[src/rtl/fb_pkg.sv]
// Shared states, RGB565 field positions and default frame geometry for the LCD frame-buffer fetch path.
// Pure declarations: no timing or flow-control behaviour of its own.
package fb_pkg;

  typedef enum logic [2:0] {
    IDLE      = 3'd0,
    FETCH     = 3'd1,
    REQ       = 3'd2,
    WAIT_DATA = 3'd3,
    PUSH      = 3'd4
  } fb_state_e;

  localparam int FB_WIDTH         = 640;
  localparam int FB_HEIGHT        = 480;
  localparam int FB_WORDS_DEFAULT = FB_WIDTH * FB_HEIGHT;
  localparam int WORD_CNT_W       = 19;

  // RGB565 packing: RRRRRGGGGGGBBBBB
  localparam int R5_MSB = 15;
  localparam int R5_LSB = 11;
  localparam int G6_MSB = 10;
  localparam int G6_LSB = 5;
  localparam int B5_MSB = 4;
  localparam int B5_LSB = 0;

  localparam int TMO_MIN_W = 8;

  // Watchdog counter width: enough to reach the limit, never below 8 bits.
  function automatic int tmo_width(input int limit);
    int w;
    w = $clog2(limit + 1);
    return (w > TMO_MIN_W) ? w : TMO_MIN_W;
  endfunction

endpackage

[src/rtl/rgb565_to_888.sv]
// Combinational RGB565 -> RGB888 expander; zero latency, no flow control.
// Each channel's MSBs are replicated into its new LSBs so full scale maps to 8'hFF.
module rgb565_to_888
  import fb_pkg::*;
(
  input  logic [15:0] rgb565_i,
  output logic [23:0] rgb888_o
);

  logic [4:0] r5;
  logic [5:0] g6;
  logic [4:0] b5;

  assign r5 = rgb565_i[R5_MSB:R5_LSB];
  assign g6 = rgb565_i[G6_MSB:G6_LSB];
  assign b5 = rgb565_i[B5_MSB:B5_LSB];

  assign rgb888_o = {r5, r5[4:2], g6, g6[5:4], b5, b5[4:2]};

endmodule

[src/rtl/fb_prefetch.sv]
// Frame-buffer fetch: sequential SDRAM RGB565 reads expanded into RGB888 pixel FIFO writes, >= 3 cycles + read latency per word.
// Stalls in PUSH while fifo_full (no new reads); `FB_TIMEOUT_EN adds a read watchdog that writes black and sets sticky err.
module fb_prefetch
  import fb_pkg::*;
#(
  parameter int ADDR_WIDTH     = 23,
  parameter int DATA_WIDTH     = 16,
  parameter int FB_BASE        = 0,
  parameter int FB_WORDS       = FB_WORDS_DEFAULT,
  parameter int TIMEOUT_CYCLES = 255
) (
  input  logic                  clk,
  input  logic                  rst_n,
  input  logic                  enable,
  input  logic                  frame_start,
  output logic [ADDR_WIDTH-1:0] rd_addr,
  output logic                  rd_enable,
  input  logic [DATA_WIDTH-1:0] rd_data,
  input  logic                  rd_ready,
  input  logic                  busy,
  output logic [23:0]           fifo_din,
  output logic                  fifo_wr_en,
  input  logic                  fifo_full,
  output logic                  frame_done,
  output logic                  err
);

  if (DATA_WIDTH != 16) begin : g_bad_data_width
    $error("fb_prefetch: DATA_WIDTH must be 16");
  end
  if (TIMEOUT_CYCLES < 1) begin : g_bad_timeout
    $error("fb_prefetch: TIMEOUT_CYCLES must be at least 1");
  end

  localparam logic [ADDR_WIDTH-1:0] BASE_ADDR = ADDR_WIDTH'(FB_BASE);
  localparam logic [WORD_CNT_W-1:0] LAST_CNT  = WORD_CNT_W'(FB_WORDS - 1);

  fb_state_e             state_q, state_d;
  logic [ADDR_WIDTH-1:0] rd_addr_q, rd_addr_d;
  logic [WORD_CNT_W-1:0] word_cnt_q, word_cnt_d;
  logic [15:0]           hold_q, hold_d;
  logic                  restart_pend_q, restart_pend_d;
  logic                  rd_enable_q, rd_enable_d;
  logic                  fifo_wr_en_q, fifo_wr_en_d;
  logic [23:0]           fifo_din_q, fifo_din_d;
  logic                  last_push_q, last_push_d;
  logic                  frame_done_q, frame_done_d;
  logic [23:0]           pix888;
  logic                  tmo_hit;
  logic                  do_restart;

  rgb565_to_888 u_expand (
    .rgb565_i (hold_q),
    .rgb888_o (pix888)
  );

  always_comb begin
    state_d        = state_q;
    rd_addr_d      = rd_addr_q;
    word_cnt_d     = word_cnt_q;
    hold_d         = hold_q;
    restart_pend_d = restart_pend_q;
    rd_enable_d    = 1'b0;
    fifo_wr_en_d   = 1'b0;
    fifo_din_d     = fifo_din_q;
    last_push_d    = 1'b0;
    frame_done_d   = last_push_q;
    do_restart     = 1'b0;

    case (state_q)
      IDLE: begin
        if (frame_start) begin
          do_restart = 1'b1;
        end
      end

      FETCH: begin
        if (frame_start) begin
          do_restart = 1'b1;
        end else if (enable) begin
          rd_enable_d = 1'b1;
          state_d     = REQ;
        end
      end

      // The controller handshake is never abandoned; a restart here is deferred.
      REQ: begin
        if (frame_start) begin
          restart_pend_d = 1'b1;
        end
        if (busy) begin
          state_d = WAIT_DATA;
        end else begin
          rd_enable_d = 1'b1;
        end
      end

      WAIT_DATA: begin
        if (frame_start) begin
          restart_pend_d = 1'b1;
        end
        if (rd_ready || tmo_hit) begin
          if (restart_pend_q || frame_start) begin
            do_restart = 1'b1;
          end else begin
            hold_d  = rd_ready ? rd_data[15:0] : 16'h0000;
            state_d = PUSH;
          end
        end
      end

      PUSH: begin
        if (frame_start) begin
          do_restart = 1'b1;
        end else if (!fifo_full) begin
          fifo_wr_en_d = 1'b1;
          fifo_din_d   = pix888;
          rd_addr_d    = rd_addr_q + ADDR_WIDTH'(1);
          word_cnt_d   = word_cnt_q + WORD_CNT_W'(1);
          if (word_cnt_q == LAST_CNT) begin
            last_push_d = 1'b1;
            state_d     = IDLE;
          end else begin
            state_d = FETCH;
          end
        end
      end

      default: state_d = IDLE;
    endcase

    // Every restart path, including the initial start from IDLE, lands in FETCH at the frame origin.
    if (do_restart) begin
      rd_addr_d      = BASE_ADDR;
      word_cnt_d     = '0;
      restart_pend_d = 1'b0;
      state_d        = FETCH;
    end
  end

  always_ff @(posedge clk or negedge rst_n) begin
    if (!rst_n) begin
      state_q        <= IDLE;
      rd_addr_q      <= BASE_ADDR;
      word_cnt_q     <= '0;
      hold_q         <= '0;
      restart_pend_q <= 1'b0;
      rd_enable_q    <= 1'b0;
      fifo_wr_en_q   <= 1'b0;
      fifo_din_q     <= '0;
      last_push_q    <= 1'b0;
      frame_done_q   <= 1'b0;
    end else begin
      state_q        <= state_d;
      rd_addr_q      <= rd_addr_d;
      word_cnt_q     <= word_cnt_d;
      hold_q         <= hold_d;
      restart_pend_q <= restart_pend_d;
      rd_enable_q    <= rd_enable_d;
      fifo_wr_en_q   <= fifo_wr_en_d;
      fifo_din_q     <= fifo_din_d;
      last_push_q    <= last_push_d;
      frame_done_q   <= frame_done_d;
    end
  end

`ifdef FB_TIMEOUT_EN
  localparam int TMO_W = tmo_width(TIMEOUT_CYCLES);

  logic [TMO_W-1:0] tmo_cnt_q, tmo_cnt_d;
  logic             err_q, err_d;

  // Counts cycles spent in WAIT_DATA; clears whenever the state is left.
  always_comb begin
    tmo_cnt_d = '0;
    err_d     = err_q;
    tmo_hit   = 1'b0;
    if (state_q == WAIT_DATA && !rd_ready) begin
      if (tmo_cnt_q == TMO_W'(TIMEOUT_CYCLES - 1)) begin
        tmo_hit = 1'b1;
        err_d   = 1'b1;
      end else begin
        tmo_cnt_d = tmo_cnt_q + TMO_W'(1);
      end
    end
  end

  always_ff @(posedge clk or negedge rst_n) begin
    if (!rst_n) begin
      tmo_cnt_q <= '0;
      err_q     <= 1'b0;
    end else begin
      tmo_cnt_q <= tmo_cnt_d;
      err_q     <= err_d;
    end
  end

  assign err = err_q;
`else
  assign tmo_hit = 1'b0;
  assign err     = 1'b0;
`endif

  assign rd_addr    = rd_addr_q;
  assign rd_enable  = rd_enable_q;
  assign fifo_din   = fifo_din_q;
  assign fifo_wr_en = fifo_wr_en_q;
  assign frame_done = frame_done_q;

endmodule

[config.mk]
export PLATFORM = sky130hd
export DESIGN_NAME = fb_prefetch
export DESIGN_NICKNAME = d
export VERILOG_FILES = /design/src/rtl/fb_pkg.sv /design/src/rtl/rgb565_to_888.sv /design/src/rtl/fb_prefetch.sv
export SDC_FILE = /design/constraint.sdc
export NUM_CORES = 1
export LEC_CHECK = 0
export ABC_AREA = 1
export ABC_CLOCK_PERIOD_IN_PS = 4700
export CAP_MARGIN = 20
export CORE_UTILIZATION = 35
export CTS_BUF_LIST = sky130_fd_sc_hd__clkbuf_2
export DETAILED_ROUTE_END_ITERATION = 8
export PLACE_DENSITY = 0.62
export SYNTH_ARGS = -nofsm -noshare
export SYNTH_HDL_FRONTEND = slang
export SYNTH_SLANG_ARGS = --single-unit
[constraint.sdc]
create_clock -name clk -period 4.7 [get_ports clk]
set_clock_uncertainty 0.2 [all_clocks]
set_input_delay 0.94 -clock clk [delete_from_list [all_inputs] [get_ports clk]]
set_output_delay 0.94 -clock clk [all_outputs]
set_load 0.01 [all_outputs]
[Word-level counts from Yosys, hierarchy flattened]
Cells that the tools add are included.
Word-level totals
  output and inout bits: 51
  register bits: 90
Operators by class
  bitwise logic cells: 3
  muxes and demuxes: 36
  eq/ne operators: 15
  add/sub/neg operators: 2
  reduce and logical (&&, ||, !) cells: 12
Operators with widths (number)
  23-bit 2-to-1 mux: 4
  19-bit 2-to-1 mux: 4
  3-bit 2-to-1 mux: 8
  23-bit by 1-bit adder with 23-bit output, second input constant: 1
  3-bit != test, second input constant: 7
  19-bit by 1-bit adder with 19-bit output, second input constant: 1
  19-bit equality test, second input constant: 1
  1-bit 2-to-1 mux: 17
  3-bit case mux with 5 select lines: 1
  3-bit AND reduction: 3
  8-bit AND reduction: 1
  3-bit by 2-bit equality test with 1-bit output, second input constant: 2
  2-bit nonzero test: 3
  2-bit by 1-bit != test with 1-bit output, second input constant: 2
  1-bit case mux with 2 select lines: 2
  3-bit by 1-bit equality test with 1-bit output, second input constant: 1
  3-bit equality test, second input constant: 1
  3-bit logical NOT: 1
  1-bit NOT: 3
  3-bit OR reduction: 1
  2-bit != test, second input constant: 1
  2-bit AND reduction: 1
  2-bit OR reduction: 1
  1-bit logical OR: 1

[Depth between registers and ports, before layout]
Gate-level depths: netlist (run 1).
  word-level depth: 6
  mapped depth: 10
  gate-level depth less buffers: 10

[Hierarchy]
A second synthesis (run 1) with hierarchy kept.
Unflattened totals
  cell total of the unflattened synthesis: 598
  area total of the unflattened synthesis: 4753.3 µm²
By module, submodules not included
  fb_prefetch: sequential area each 2252.2 µm², cells an instance 574, area an instance 4573.1 µm², times used 1
  rgb565_to_888: sequential area each 0.0 µm², cells an instance 24, area an instance 180.2 µm², times used 1

[Worst setup path after synthesis (run 1)]
No wires, ideal clock.
  path type: input-to-reg
  start point: input frame_start
  end point: register hold_q[10]
  library setup time: 0.125 ns
  required time: 4.375 ns
  slack: 2.654 ns
  arrival: 1.721 ns
  cell stages on the path: 4
  path buffers: 1
  cells stage by stage: nor2_2 -> nand3_4 -> buf_6 -> mux2_4
Between the ends
  cells in the longest elaborated chain, start to end: 3
Ends and longest elaborated chain
  start, declared: line fb_prefetch.sv:15  | input logic frame_start,
  1-bit logical OR: line fb_prefetch.sv:103  | if (restart_pend_q || frame_start) begin
  1-bit NOT (no line)
  3-bit AND reduction (no line)
  end signal, assigned: line fb_prefetch.sv:157  | hold_q <= hold_d;
  end, declared: line fb_prefetch.sv:41  | logic [15:0] hold_q, hold_d;
Every way passes these cells.
A chain may end at the register's enable or synchronous reset.

[Worst setup path in the final report (run 1)]
  start point: register rd_addr_q[4], in the netlist rd_addr[4]
  end point: output rd_addr[4]
RTL lines
  start, declared: line fb_prefetch.sv:39  | logic [ADDR_WIDTH-1:0] rd_addr_q, rd_addr_d;
  start signal, assigned: line fb_prefetch.sv:155  | rd_addr_q <= rd_addr_d;
  end, declared: line fb_prefetch.sv:16  | output logic [ADDR_WIDTH-1:0] rd_addr,
No word-level cell between the ends.

==> reports/metrics.yaml, run 1 <==
worst_setup_path:
  cp-start-kind: "flip-flop"
  cp-end-kind: "output pin"
  crit_buf_inv: 1
  cp_cell_sequence: "clkdlybuf4s50_1"
  max_stage_delay_ps: 580
  cp.depth: 1
  reg2reg_depth: 5
  cpMaxStageDelayCell: "clkdlybuf4s50_1"
  critPathKind: "reg -> out"
  r2r-start: "state_q[1]$_DFFE_PN0P_"
  cp_max_fo: 6
  reg2reg_slack_ps: 2600
  cp_data_required_time_ps: 3560
  critical_path.top_delay_family: "buffers and inverters"
  rr_endpoint: "rd_addr[3]$_DFFE_PN0P_"
  cp.arrival_ps: 1630
yosys:
  yosysUniqueCellTypes: 39
  synthFlopType: "dfrtp_1"
  post-synth-top-area-cell: "dfrtp_1"
  yosys_warnings: 0
  yosysSeqAreaShare: 0.471
  synthArstFlopShare: 1.00
  syn_avg_cell_area_um2: 8.03
  syn-num-nets: 567
  post_synth_instance_area_mm2: 0.00435
  synthCells: 542
  synth-edff-count: 0
  synth_top_area_frac: 0.471
  synth_seq_cells: 82
  ys_top_cells_by_area: "dfrtp_1 (47%), nand2_1 (15%), nor2_1 (6.1%)"
place:
  io_buffers: 72
  dp.cells: 763
  routabilityCongestion: 0.856
  pre_cts_ws_ps: 1650
  post-dp-hpwl_um: 6820
global_routing:
  grt_pass1_wl_um: 16500
  grt.total_usage: 0.161
  grt-ovfl-total: 0
  grt_max_degree: 83
  antenna_found_initial: 0
  grt_pass1_vias: 3490
detailed_routing:
  viasPerCell: 4.64
  vias: 3619
  wl_per_cell_um: 12.2
  wl_met1_um: 4660
  wl_met3_um: 442
  first_iter_violations: 220
  drc: 0
  wl_um: 9510
  top_layer_used: "met4"
  drt_pass1_iterations: 5
  antenna_left: 0
  wl_met2_um: 4320
floorplanning:
  rows: 40
  ios: 74
  die_h_um: 114
  core_mm2: 0.0121
  die-area_mm2: 0.0129
  start_util: 0.361
  dieWidth_um: 114
timing:
  setup_tns_ps: 0
  rsz0062_at_grt: "no"
  hold_slack_ps: 102
  finalHoldViolCount: 0
  fin_ws_ps: 1930
  drv_slew: 0
  fin_crit_ps: 2770
  max_freq_ghz: 0.361
  finalSetupViolCount: 0
  final.period_utilization: 0.589
layout:
  final_util: 0.436
  layout.cells.non_filler: 780
  fillers: 1209
  syn_to_final_growth_pct: 20.9
  layout.nets: 632
  diodes: 0
  layout-drive-gt1-share: 0.0964
outcome:
  status: "complete, no violations"
clock_network:
  tritoncts: "yes"
  cts_buffer_depth: 2
  ctsResizeCount: 0
  post_cts_buffers: 0
  clkLatencyLatePin_ps: 550
  root_buffer: "clkbuf_2"
  path_clk_slew_ps: 250
  h-tree-depth: 3
  clock-sinks: 82
  cts_hold_buf: 0
  numCtsBuffers: 9
pwr:
  powerDensity_mw_per_mm2: 337
  leakagePower_nw: 2.36
  ir_worst_vdd_uv: 197
hold_path:
  hold_class: "in -> async"
flow_run:
  maxCapViolations: 0
[report_power, final]
group | leakage, nW | internal (mW) | switching, mW
logic | 1.19 | 0.249 | 0.267
registers | 1.11 | 0.819 | 0.0907
clock network | 0.0556 | 0.0771 | 0.270
[flip-flops by register name (all words and copies together) (netlist names)]
name / flops
state_q: 3
rd_addr: 23
fifo_din: 16
restart_pend_q: 1
word_cnt_q: 19
rd_enable: 1
fifo_wr_en: 1
frame_done: 1
hold_q: 16
frame_done_d: 1
[how the worst max path moves through the flow]
stage,from,endpoint
2_1_floorplan,frame_start,hold_q[10]$_DFFE_PN0P_
3_3_place_gp,frame_start,word_cnt_q[2]$_DFFE_PN0P_
3_5_place_dp,frame_start,rd_addr[2]$_DFFE_PN0P_
4_1_cts,rd_addr[0]$_DFFE_PN0P_,rd_addr[0]
5_1_grt,rd_addr[0]$_DFFE_PN0P_,rd_addr[0]
6_report,rd_addr[4]$_DFFE_PN0P_,rd_addr[4]
[metal layers]
metal | global-route usage | vias up
met1 | 0.220 | 1690
met4 | 0.0474 | 0
met2 | 0.256 | 82
li1 | - | 1839
met5 | 0 | -
met3 | 0.0372 | 8
[area by class of cell]
cell class | instances | area, um2 | share of cell area
Sequential cell | 82 | 2050 | 0.390
Multi-Input combinational cell | 387 | 1950 | 0.370
Timing Repair Buffer | 73 | 746 | 0.142
Tap cell | 168 | 210 | 0.0399
Inverter | 54 | 206 | 0.0392
Clock buffer | 10 | 50.0 | 0.00951
Clock inverter | 6 | 48.8 | 0.00927
[cells by family (layout without fill, tap and decap cells)]
family                   count (synthesis)  in the layout  share of synthesized area
other                                    1              1                   0.000861
XOR/XNOR                                 1              1                    0.00201
AO/OA/AOI/OAI                           40             40                     0.0534
multiplexers                            16             16                     0.0491
AND/OR/NAND/NOR                        327            327                      0.336
buffers and inverters                   73            143                     0.0810
adder cells (fa/ha/maj)                  2              2                    0.00575
flip-flops                              82             82                      0.471
[cells in the mapped netlist (2+ instances only)]
cell / number
a21oi_1: 15
and2_1: 6
buf_2: 3
buf_4: 11
buf_6: 4
dfrtp_1: 82
ha_1: 2
inv_1: 49
inv_2: 3
mux2_2: 7
mux2_4: 9
nand2_1: 175
nand2_4: 3
nand3_1: 27
nand3_4: 2
nand4_1: 14
nor2_1: 71
nor2_2: 3
nor2_4: 6
nor3_1: 14
o21ai_0: 9
o21ai_1: 9
o21bai_1: 2
[placed cells by master (no fill, tap or decap), types with 3 or more instances in the layout]
cell type	count
a21oi_1	15
nand2_4	3
nor2_4	6
nand4_1	14
clkbuf_2	10
clkdlybuf4s50_1	71
and2_1	6
nand3_1	27
o21ai_0	9
mux2_2	7
inv_2	3
nor2_2	3
inv_6	3
o21ai_1	9
nand2_1	175
clkinvlp_4	3
inv_1	49
nor3_1	14
dfrtp_1	82
mux2_4	9
nor2_1	71
[metrics by stage]
step | total power [mW] | area [um2]
after floorplan | 1.29 | 4350
after global placement | 1.43 | 5140
after detailed placement | 1.44 | 5140
after CTS | 1.79 | 5240
after global routing | 1.89 | 5260
final | 1.77 | 5260
Power figures use the tool's default switching activity.
==> run 2: changes to the inputs <==
Settings changed: ABC_CLOCK_PERIOD_IN_PS 4700 to 2900.
Clock period 4.7 ns to 2.9 ns, I/O delays scaled along.
==> reports/metrics.yaml, run 2 (same netlist as run 1, synthesis figures left out) <==
clock_network:
  cts_buffer_depth: 2
  clock-sinks: 82
  clkLatencyLatePin_ps: 530
  post_cts_buffers: 0
  path_clk_slew_ps: 230
  h-tree-depth: 3
  root_buffer: "clkbuf_2"
  numCtsBuffers: 9
  ctsResizeCount: 0
  tritoncts: "yes"
global_routing:
  grt-ovfl-total: 0
  grt_pass1_vias: 3462
  grt.total_usage: 0.158
  antenna_found_initial: 0
  grt_max_degree: 47
  grt_pass1_wl_um: 16200
detailed_routing:
  viasPerCell: 4.59
  wl_um: 9580
  drc: 0
  wl_per_cell_um: 12.3
  top_layer_used: "met4"
  antenna_left: 0
  first_iter_violations: 209
  wl_met3_um: 470
  drt_pass1_iterations: 5
  wl_met1_um: 4650
  wl_met2_um: 4310
  vias: 3592
place:
  dp.cells: 765
  post-dp-hpwl_um: 6930
  io_buffers: 72
  routabilityCongestion: 0.867
  postPlaceCellArea_mm2: 0.00516
floorplanning:
  rows: 40
  ios: 74
  die-area_mm2: 0.0129
  start_util: 0.361
  dieWidth_um: 114
  core_mm2: 0.0121
  die_h_um: 114
layout:
  seqCellArea_mm2: 0.00205
  diodes: 0
  layout.nets: 634
  multiInputGateArea_mm2: 0.00195
  final_common_cell: "nand2_1"
  final_cell_mix: "nand2_1 (175), dfrtp_1 (82), nor2_1 (71), clkdlybuf4s50_1 (71), inv_1 (49)"
  layout-drive-gt1-share: 0.0961
  layout.cells.non_filler: 782
  syn_to_final_growth_pct: 21.9
  largest_register_ffs: 23
  final_cell_area_mm2: 0.00531
  fillers: 1195
timing:
  final.period_utilization: 0.826
  max_freq_ghz: 0.417
  fin_crit_ps: 2400
  hold_slack_ps: 180
  finalSetupViolCount: 0
  finalHoldViolCount: 0
  rsz0062_at_grt: "no"
  setup_tns_ps: 0
  drv_slew: 0
worst_setup_path:
  cp-end-kind: "output pin"
  cpMaxStageDelayCell: "clkdlybuf4s50_1"
  critPathKind: "reg -> out"
  crit_buf_inv: 1
  cp.depth: 1
  cp_max_fo: 6
  cp_data_required_time_ps: 2120
  cp.arrival_ps: 1620
  critical_path.top_delay_family: "buffers and inverters"
  reg2reg_depth: 4
  cp-start-kind: "flip-flop"
  max_stage_delay_ps: 580
  cp_cell_sequence: "clkdlybuf4s50_1"
flow_run:
  maxCapViolations: 0
pwr:
  ir_worst_vdd_uv: 345
  leakagePower_nw: 2.38
  powerDensity_mw_per_mm2: 564
outcome:
  status: "complete, no violations"
hold_path:
  hold_class: "reg -> reg"
  hold_depth: 0
==> run 2: cell types whose count changed in the layout (fill, tap and decap cells not counted), sizes merged <==
cell	previous run	this run
inv	56	53
bufinv	0	2
buf	2	3
clkbuf	10	11
clkinv	1	2
clkinvlp	3	2
dlygate4sd3	0	1
==> run 2: final timing paths <==
| check | start | end | slack (ps) |
|---|---|---|---|
| min | frame_done_d$_DFF_PN0_ | frame_done$_DFF_PN0_ | 180 |
| min reg2reg | frame_done_d$_DFF_PN0_ | frame_done$_DFF_PN0_ | 180 |
| max in group asynchronous | rst_n | word_cnt_q[4]$_DFFE_PN0P_ | 1560 |
| max reg2reg | state_q[1]$_DFFE_PN0P_ | hold_q[13]$_DFFE_PN0P_ | 940 |
| min in group asynchronous | rst_n | rd_addr[13]$_DFFE_PN0P_ | 320 |
| max | rd_addr[4]$_DFFE_PN0P_ | rd_addr[4] | 500 |
==> run 2: repair_timing <==
item | in CTS | in global routing
hold endpoints to repair | 36 | 0
setup endpoints to repair | 0 | 0
hold buffers | 1 | 0
==> run 2: per-stage QoR <==
stage,util,worst slack [ps],total power [mW]
after detailed placement,0.428,322,2.33
final,0.440,503,2.99
after global placement,0.428,365,2.32
after global routing,0.440,409,3.17
after floorplan,-,1210,2.09
after CTS,0.440,447,3.04
==> run 2: final cells by class <==
type	count	share of cell area
clock buffer	11	0.0104
clock inverter	5	0.0149
inverter	54	0.0389
multi-input combinational	387	0.367
sequential	82	0.387
tap	168	0.0396
timing repair buffer	75	0.142
==> run 2: power by group <==
part	internal (mW)	switching, mW	leakage, nW
registers	1.33	0.143	1.11
clock network	0.289	0.397	0.0758
logic	0.405	0.432	1.20
total	2.02	0.972	2.38
==> run 2: routing by layer <==
| metal | up-vias | track usage |
|---|---|---|
| li1 | 1848 | - |
| met1 | 1654 | 0.207 |
| met2 | 80 | 0.248 |
| met3 | 10 | 0.0372 |
| met4 | 0 | 0.0737 |
| met5 | - | 0 |
